<file path="src/rtl/ez8_prog_loader_if.sv">
// Byte-stream and instruction-write bus between the host link, the program loader and ez8_cpu.
// The loader drives the master side; the host byte source and the instruction memory see the slave side.
interface ez8_prog_loader_if #(
  parameter int ADDR_WIDTH = 12
);
  logic [7:0]            rx_data;
  logic                  rx_valid;
  logic                  rx_ready;
  logic [ADDR_WIDTH-1:0] instr_writeaddr;
  logic [15:0]           instr_writedata;
  logic                  instr_write_en;

  modport master (
    input  rx_data, rx_valid,
    output rx_ready, instr_writeaddr, instr_writedata, instr_write_en
  );

  modport slave (
    output rx_data, rx_valid,
    input  rx_ready, instr_writeaddr, instr_writedata, instr_write_en
  );
endinterface

</file>
<file path="src/rtl/ez8_prog_loader.sv">
// Framed program loader for ez8_cpu: assembles big-endian instruction words from a byte stream,
// writes them to instruction memory and keeps the CPU paused until the frame checksum verifies.
module ez8_prog_loader #(
  parameter int       ADDR_WIDTH     = 12,
  parameter bit [7:0] SYNC_BYTE      = 8'hA5,
  parameter int       TIMEOUT_CYCLES = 50000,
  parameter bit       PAUSE_AT_RESET = 1'b1
) (
  input  logic               clk,
  input  logic               reset,
  ez8_prog_loader_if.master  bus,
  output logic               cpu_pause,
  output logic               load_busy,
  output logic               load_done,
  output logic               load_error
);

  typedef enum logic [3:0] {
    S_IDLE, S_ADDR_HI, S_ADDR_LO, S_CNT_HI, S_CNT_LO,
    S_DATA_HI, S_DATA_LO, S_CSUM, S_DONE, S_ERR
  } state_t;

  localparam int TW = (TIMEOUT_CYCLES > 1) ? $clog2(TIMEOUT_CYCLES) : 1;
  localparam logic [TW-1:0] TMO_LAST = (TIMEOUT_CYCLES > 0) ? TW'(TIMEOUT_CYCLES - 1) : '0;
  localparam int unsigned CNT_MAX = 32'd1 << ADDR_WIDTH;

  state_t                state_reg, state_next;
  logic [7:0]            sum_reg, sum_next;
  logic [7:0]            hi_reg, hi_next;
  logic [15:0]           cnt_reg, cnt_next;
  logic [ADDR_WIDTH-1:0] addr_reg, addr_next;
  logic [15:0]           wdata_reg, wdata_next;
  logic                  wr_en_reg, wr_en_next;
  logic                  pause_reg, pause_next;
  logic                  done_reg, done_next;
  logic                  err_reg, err_next;
  logic [TW-1:0]         tmo_reg, tmo_next;

  logic        accept;
  logic        busy;
  logic [15:0] cnt_val;

  // The write-strobe cycle is the only stall; it gives the address increment a free slot.
  assign bus.rx_ready        = ~wr_en_reg;
  assign accept              = bus.rx_valid & ~wr_en_reg;
  assign busy                = (state_reg != S_IDLE) && (state_reg != S_DONE) && (state_reg != S_ERR);
  assign cnt_val             = {cnt_reg[15:8], bus.rx_data};

  assign bus.instr_writeaddr = addr_reg;
  assign bus.instr_writedata = wdata_reg;
  assign bus.instr_write_en  = wr_en_reg;
  assign cpu_pause           = pause_reg;
  assign load_busy           = busy;
  assign load_done           = done_reg;
  assign load_error          = err_reg;

  always_ff @(posedge clk or negedge reset) begin
    if (!reset) begin
      state_reg <= S_IDLE;
      sum_reg   <= '0;
      hi_reg    <= '0;
      cnt_reg   <= '0;
      addr_reg  <= '0;
      wdata_reg <= '0;
      wr_en_reg <= 1'b0;
      pause_reg <= PAUSE_AT_RESET;
      done_reg  <= 1'b0;
      err_reg   <= 1'b0;
      tmo_reg   <= '0;
    end else begin
      state_reg <= state_next;
      sum_reg   <= sum_next;
      hi_reg    <= hi_next;
      cnt_reg   <= cnt_next;
      addr_reg  <= addr_next;
      wdata_reg <= wdata_next;
      wr_en_reg <= wr_en_next;
      pause_reg <= pause_next;
      done_reg  <= done_next;
      err_reg   <= err_next;
      tmo_reg   <= tmo_next;
    end
  end

  always_comb begin
    state_next = state_reg;
    sum_next   = sum_reg;
    hi_next    = hi_reg;
    cnt_next   = cnt_reg;
    addr_next  = addr_reg;
    wdata_next = wdata_reg;
    wr_en_next = 1'b0;
    pause_next = pause_reg;
    done_next  = done_reg;
    err_next   = err_reg;
    tmo_next   = '0;

    if (wr_en_reg)
      addr_next = addr_reg + ADDR_WIDTH'(1);
    if (busy && !accept)
      tmo_next = tmo_reg + TW'(1);
    if (busy && accept && state_reg != S_CSUM)
      sum_next = sum_reg + bus.rx_data;

    if (accept) begin
      case (state_reg)
        S_IDLE, S_DONE, S_ERR: begin
          if (bus.rx_data == SYNC_BYTE) begin
            state_next = S_ADDR_HI;
            sum_next   = '0;
            done_next  = 1'b0;
            err_next   = 1'b0;
            pause_next = 1'b1;
          end
        end
        S_ADDR_HI: begin
          hi_next    = bus.rx_data;
          state_next = S_ADDR_LO;
        end
        S_ADDR_LO: begin
          addr_next  = ADDR_WIDTH'({hi_reg, bus.rx_data});
          state_next = S_CNT_HI;
        end
        S_CNT_HI: begin
          cnt_next   = {bus.rx_data, 8'h00};
          state_next = S_CNT_LO;
        end
        S_CNT_LO: begin
          cnt_next = cnt_val;
          if (cnt_val == 16'd0) begin
            state_next = S_CSUM;
          end else if (32'(cnt_val) > CNT_MAX) begin
            state_next = S_ERR;
            err_next   = 1'b1;
          end else begin
            state_next = S_DATA_HI;
          end
        end
        S_DATA_HI: begin
          hi_next    = bus.rx_data;
          state_next = S_DATA_LO;
        end
        S_DATA_LO: begin
          wdata_next = {hi_reg, bus.rx_data};
          wr_en_next = 1'b1;
          cnt_next   = cnt_reg - 16'd1;
          state_next = (cnt_reg == 16'd1) ? S_CSUM : S_DATA_HI;
        end
        S_CSUM: begin
          if (bus.rx_data == sum_reg) begin
            state_next = S_DONE;
            done_next  = 1'b1;
            pause_next = 1'b0;
          end else begin
            state_next = S_ERR;
            err_next   = 1'b1;
          end
        end
        default: state_next = S_IDLE;
      endcase
    end

    // An accepted byte always beats an expiring inter-byte timer.
    if (TIMEOUT_CYCLES != 0 && busy && !accept && tmo_reg == TMO_LAST) begin
      state_next = S_ERR;
      err_next   = 1'b1;
    end
  end

endmodule
</file>
<file path="src/flat_wrapper.sv">
// flat-port wrapper written by rule: the top's interface ports become plain ports
module ez8_prog_loader_flat 
#(
  parameter int       ADDR_WIDTH     = 12,
  parameter bit [7:0] SYNC_BYTE      = 8'hA5,
  parameter int       TIMEOUT_CYCLES = 50000,
  parameter bit       PAUSE_AT_RESET = 1'b1
)
  (clk, reset, cpu_pause, load_busy, load_done, load_error, bus_rx_data, bus_rx_valid, bus_rx_ready, bus_instr_writeaddr, bus_instr_writedata, bus_instr_write_en);
  ez8_prog_loader_if #(.ADDR_WIDTH(ADDR_WIDTH)) bus_i ();
  input  logic clk;
  input  logic reset;
  output logic cpu_pause;
  output logic load_busy;
  output logic load_done;
  output logic load_error;
  input wire logic [$bits(bus_i.rx_data)-1:0] bus_rx_data;
  input wire logic [$bits(bus_i.rx_valid)-1:0] bus_rx_valid;
  output wire logic [$bits(bus_i.rx_ready)-1:0] bus_rx_ready;
  output wire logic [$bits(bus_i.instr_writeaddr)-1:0] bus_instr_writeaddr;
  output wire logic [$bits(bus_i.instr_writedata)-1:0] bus_instr_writedata;
  output wire logic [$bits(bus_i.instr_write_en)-1:0] bus_instr_write_en;
  assign bus_i.rx_data = bus_rx_data;
  assign bus_i.rx_valid = bus_rx_valid;
  assign bus_rx_ready = bus_i.rx_ready;
  assign bus_instr_writeaddr = bus_i.instr_writeaddr;
  assign bus_instr_writedata = bus_i.instr_writedata;
  assign bus_instr_write_en = bus_i.instr_write_en;
  ez8_prog_loader #(.ADDR_WIDTH(ADDR_WIDTH), .SYNC_BYTE(SYNC_BYTE), .TIMEOUT_CYCLES(TIMEOUT_CYCLES), .PAUSE_AT_RESET(PAUSE_AT_RESET)) u_core (.clk(clk), .reset(reset), .bus(bus_i), .cpu_pause(cpu_pause), .load_busy(load_busy), .load_done(load_done), .load_error(load_error));
endmodule
</file>
<file path="config.mk">
export PLATFORM = sky130hd
export DESIGN_NAME = ez8_prog_loader_flat
export DESIGN_NICKNAME = d
export VERILOG_FILES = /design/src/rtl/ez8_prog_loader_if.sv /design/src/rtl/ez8_prog_loader.sv /design/src/flat_wrapper.sv
export SDC_FILE = /design/constraint.sdc
export NUM_CORES = 1
export LEC_CHECK = 0
export ABC_CLOCK_PERIOD_IN_PS = 4400
export CORE_MARGIN = 5
export CORE_UTILIZATION = 50
export DETAILED_ROUTE_END_ITERATION = 10
export PLACE_DENSITY = 0.71
export SETUP_SLACK_MARGIN = 0.3
export SLEW_MARGIN = 15
export SYNTH_ARGS = -nofsm -noshare
export SYNTH_HDL_FRONTEND = slang
export SYNTH_SLANG_ARGS = --single-unit
</file>
<file path="constraint.sdc">
create_clock -name clk -period 4.4 [get_ports clk]
set_input_delay 0.88 -clock clk [delete_from_list [all_inputs] [get_ports clk]]
set_output_delay 0.88 -clock clk [all_outputs]
set_load 0.1 [all_outputs]
</file>
# Word-level counts from Yosys, hierarchy flattened

Index checks and enable logic that the tools add are counted.

Input port bits: 11
Memories: 0
Output and inout port bits: 34
Register bits after elaboration: 84
Memory bits (read-only): 0
Word-level logic and storage cells: 97
Bits in latches: 0
RAM bits: 0

Bitwise logic cells: 3
Shift operators: 0
Equal/unequal tests: 22
Muxes and demuxes: 31
Multiply operators: 0
Div/mod/pow operators: 0
Reductions and logical operators: 24
Magnitude comparators: 1
Add/sub/neg operators: 4

Operators by type and width:

| cell                                                            | count |
|---|---|
| one-hot mux 16 bit (3 select lines)                             | 1 |
| 2-to-1 mux 12 bit                                               | 3 |
| 2-to-1 mux 8 bit                                                | 4 |
| one-hot mux 4 bit (8 select lines)                              | 1 |
| 2-to-1 mux 4 bit                                                | 5 |
| adder 16 x 1 -> 16 bit, second input constant                   | 1 |
| == test 16 x 1 -> 1 bit, second input constant                  | 1 |
| == test 16 bit, second input constant                           | 1 |
| == test 4 x 3 -> 1 bit, second input constant                   | 4 |
| greater-than comparator 16 x 13 -> 1 bit, second input constant | 1 |
| zero test 16 bit                                                | 1 |
| 2-to-1 mux 16 bit                                               | 1 |
| subtractor 16 x 1 -> 16 bit, second input constant              | 1 |
| adder 12 x 1 -> 12 bit, second input constant                   | 1 |
| 2-to-1 mux 1 bit                                                | 12 |
| adder 8 bit                                                     | 1 |
| == test 4 x 2 -> 1 bit, second input constant                   | 2 |
| == test 4 bit, second input constant                            | 2 |
| == test 8 bit                                                   | 1 |
| == test 8 bit, second input constant                            | 1 |
| inequality test 4 bit, second input constant                    | 2 |
| AND reduction 2 bit                                             | 4 |
| nonzero test 4 bit                                              | 2 |
| logical AND 1 bit                                               | 6 |
| 19 further kinds                                                | 26 |

# Longest topological paths before layout

Depth after elaboration: 9
Depth in mapped cells: 8
Depth with buffers taken out: 7

# Worst setup path before layout

OpenSTA, ideal clock, no wires.

Kind: reg2reg
Start point: register u_core.wr_en_reg (netlist: u_core.bus.instr_write_en)
End point: register u_core.cnt_reg[6]
Cell stages (with the launch flop): 9
Path buffers: 3
Data required time: 4.266 ns
Period minus slack after synthesis: 2.843 ns
Data arrival time: 2.709 ns
Setup slack: 1.557 ns
Library setup time: 0.134 ns
Path through: dfrtp_1 -> buf_2 -> inv_1 -> nand2_1 -> or3_1 -> clkbuf_1 -> clkbuf_1 -> o21ai_0 -> o21ai_0

Cells in the longest elaborated chain, start to end: 3

Ends and longest elaborated chain:

| item                          | line                  | text |
|---|---|---|
| start, declared               | ez8_prog_loader.sv:33 | `logic wr_en_reg, wr_en_next;` |
| start signal, assigned        | ez8_prog_loader.sv:77 | `wr_en_reg <= wr_en_next;` |
| inverter 1 bit                | n/a                   |  |
| via bus_rx_ready              | flat_wrapper.sv:19    | `output wire logic [$bits(bus_i.rx_ready)-1:0] bus_rx_ready;` |
| AND 1 bit                     | ez8_prog_loader.sv:45 | `assign accept = bus.rx_valid & ~wr_en_reg;` |
| AND reduction 2 bit (no line) | n/a                   |  |
| end signal, assigned          | ez8_prog_loader.sv:74 | `cnt_reg <= cnt_next;` |
| end, declared                 | ez8_prog_loader.sv:30 | `logic [15:0] cnt_reg, cnt_next;` |

The timed path passes the listed nets, and every way through them passes these cells.
A chain may end at the register's enable or synchronous reset.

# Worst setup path in the final report

Start point: register u_core.state_reg[0]
End point: output port load_busy

Cells in the longest elaborated chain, start to end: 3
Elaborated cells between the ends (all ways): 5
Those cells by class: 2 x eq/ne; 3 x reduce/logical

Ends and longest elaborated chain:

| item                                                        | line                  | text |
|---|---|---|
| start, declared                                             | ez8_prog_loader.sv:27 | `state_t state_reg, state_next;` |
| start signal, assigned                                      | ez8_prog_loader.sv:71 | `state_reg <= state_next;` |
| inequality test 4 bit or nonzero test 4 bit (tied branches) | ez8_prog_loader.sv:46 | `assign busy = (state_reg != S_IDLE) && (state_reg != S_DONE) && (state_reg != S_ERR);` |
| logical AND 1 bit                                           | ez8_prog_loader.sv:46 |  |
| logical AND 1 bit *                                         | ez8_prog_loader.sv:46 |  |
| end, declared                                               | flat_wrapper.sv:14    | `output logic load_busy;` |

Mark *: on every way between the ends. The rest lies on a longest branch, timed or not.

==> flow_metrics.py <==
metrics = {
    "run_status": {
        "status": "finished clean",
    },
    "layout": {
        "drive_gt1_frac": 0.0922,
        "fin_nets": 528,
        "stdcell_count": 618,
        "finalInstanceArea_um2": 5180,
        "areaGrowthSynthToFinish_pct": 16.2,
        "final_util": 0.594,
        "multi_input_area_um2": 2220,
        "antenna_cells": 0,
        "regArea_um2": 2100,
        "fill_cells": 777,
    },
    "yosys": {
        "async_flop_share": 1.00,
        "synth_edf_count": 0,
        "syn_inst": 467,
        "yosys-top-cells-area": "dfrtp_1, nor2_1, mux2_2, a21oi_1, o21ai_0",
        "synth_ff_type": "dfrtp_1",
        "syn_area_per_cell_um2": 9.55,
        "synth.top_cell.area_share": 0.466,
        "ys_ff_latch": 84,
        "seq_area_frac_synth": 0.471,
        "yosysWarnings": 0,
        "yosys.area.top_type": "dfrtp_1",
        "netlist_area_um2": 4460,
        "syn-num-nets": 490,
        "yosys.cell_types.count": 52,
    },
    "grt": {
        "grt_pass1_wl_mm": 17.5,
        "grt_pass1_vias": 3502,
        "grt_usage": 0.195,
        "grtUsageMet2": 0.291,
        "use_met1": 0.279,
        "busiest_layer": "met2",
        "overflow": 0,
        "antenna_found_initial": 0,
        "grt_max_degree": 85,
        "grt_use_met3": 0.0385,
    },
    "floorplanning": {
        "die_h_um": 104,
        "start_util": 0.512,
        "die_area_um2": 10900,
        "core_um2": 8720,
        "die_x_um": 104,
        "rows": 34,
        "io_pins": 45,
    },
    "timing": {
        "tightestPinTransition_ps": 986,
        "setup_viol": 0,
        "slew_headroom": 0.341,
        "fin_tns_setup_ps": 0,
        "slew_viol_final": 0,
        "timing.hold.ws_ps": 470,
        "max_freq_mhz": 284,
        "finalCriticalPeriod_ps": 3520,
        "fin_worst_skew_ps": 11.2,
        "worst_slack_ps": 879,
        "rsz0062_at_grt": "no",
        "finalCritPeriodShare": 0.800,
        "hold_viol": 0,
    },
    "cts": {
        "cts_buffers": 9,
        "clock_sinks": 84,
        "ctsHoldBuffers": 0,
        "cts_resized": 0,
        "post_cts_buffers": 0,
        "cts-root-buf": "clkbuf_8",
        "clk_path_buf_depth": 2,
        "clk_pin_slew_ps": 90,
        "cts_tree": "yes",
        "clk_latency_ps": 360,
        "htreeDepth": 3,
    },
    "detailed_routing": {
        "firstDrtPassIters": 5,
        "drt_iter0_markers": 158,
        "vias": 3560,
        "finalWirelength_mm": 10.2,
        "wl_per_cell_um": 16.5,
        "via_per_inst": 5.76,
        "ant_nets": 0,
        "drcViolationCount": 0,
    },
    "placement": {
        "place_area_um2": 4970,
        "post-place-ws_ps": 1180,
        "dp_hpwl_mm": 7.08,
        "gp_congestion": 0.903,
        "portBuffers": 44,
        "numPlacedInstances": 602,
    },
    "pwr": {
        "peakVddDrop_mv": 0.658,
        "p_leak_nw": 2.22,
        "p_total_mw": 4.05,
        "p_per_area_nw_per_um2": 782,
    },
    "hold_path": {
        "hp-class": "reg -> reg",
    },
    "worst_setup_path": {
        "critPathLaunchType": "flip-flop",
        "cp_data_required_time_ps": 3520,
        "worstSetupPathType": "reg -> out",
        "cp_max_fo": 14,
        "reg2reg_slack_ps": 2170,
        "crit_arrival_ps": 2640,
        "endpoint_kind": "primary output",
    },
    "job": {
        "maxCapViolations": 0,
    },
}
## cell type report
type                    instances  area share
multi-input cells             350       0.429
flip-flops and latches         84       0.406
repair buffers                 46      0.0881
clock buffers                  10      0.0266
well taps                     108      0.0261
clock inverters                 6      0.0140
inverters                      14      0.0101
## cell usage in the layout (no fill, tap or decap), types with 16 or more instances in the layout
cell type         n
xor2_1           17
o21ai_0          35
clkdlybuf4s50_1  43
mux2_2           16
nand2_1          44
nor2_1           54
nand3_1          18
a21oi_1          35
dfrtp_1          83
## kinds of logic after synthesis
| logic type | share of synthesized area |
|---|---|
| flops | 0.471 |
| fa+ha+maj | 0.0353 |
| compound gates | 0.140 |
| buf+inv | 0.0300 |
| simple gates | 0.204 |
| mux | 0.0561 |
| xor+xnor | 0.0628 |
## metal layers
metal  vias to the layer above  wire [um]
met5                         -          0
li1                       1722          -
met2                        77       4770
met4                         0        170
met1                      1747       4770
met3                        14        501
## worst max-delay path: stages (launching register included)
cell and delay, ps:
dfrtp_1 540, nor2b_2 240, nor3_1 370, inv_2 130, clkdlybuf4s50_1 1000
## where the power goes
group / switching [mW] / leakage (nW) / internal, mW
Sequential: 0.280 / 1.07 / 1.05
Clock: 0.297 / 0.108 / 0.284
Combinational: 1.50 / 1.04 / 0.641
Total: 2.08 / 2.22 / 1.97
## cells in the mapped netlist (all sizes together), types with 3 or more instances
master,n
nor4,6
a32oi,3
clkbuf,11
ha,11
nor2,54
nor3,15
buf,8
nand2b,5
and3,9
a21oi,35
inv,13
mux2,16
and2,5
xnor2,15
xor2,17
nor2b,5
nand2,45
nand4,6
dfrtp,83
a22oi,12
o21ai,37
o21a,3
nand3,20
mux2i,7
## final timing paths
path,from,end,cells past startpoint
setup / recovery,u_core.state_reg[0]$_DFFE_PN0P_,load_busy,4
max in group asynchronous,reset,u_core.tmo_reg[7]$_DFF_PN0_,1
min in group asynchronous,reset,u_core.bus.instr_writeaddr[7]$_DFF_PN0_,1
hold reg to reg,u_core.hi_reg[5]$_DFFE_PN0P_,u_core.bus.instr_writedata[13]$_DFFE_PN0P_,2
hold / removal,u_core.hi_reg[5]$_DFFE_PN0P_,u_core.bus.instr_writedata[13]$_DFFE_PN0P_,2
setup reg to reg,u_core.state_reg[0]$_DFFE_PN0P_,u_core.load_done$_DFFE_PN0P_,6
Note: power is estimated with default switching activity, not from simulation.
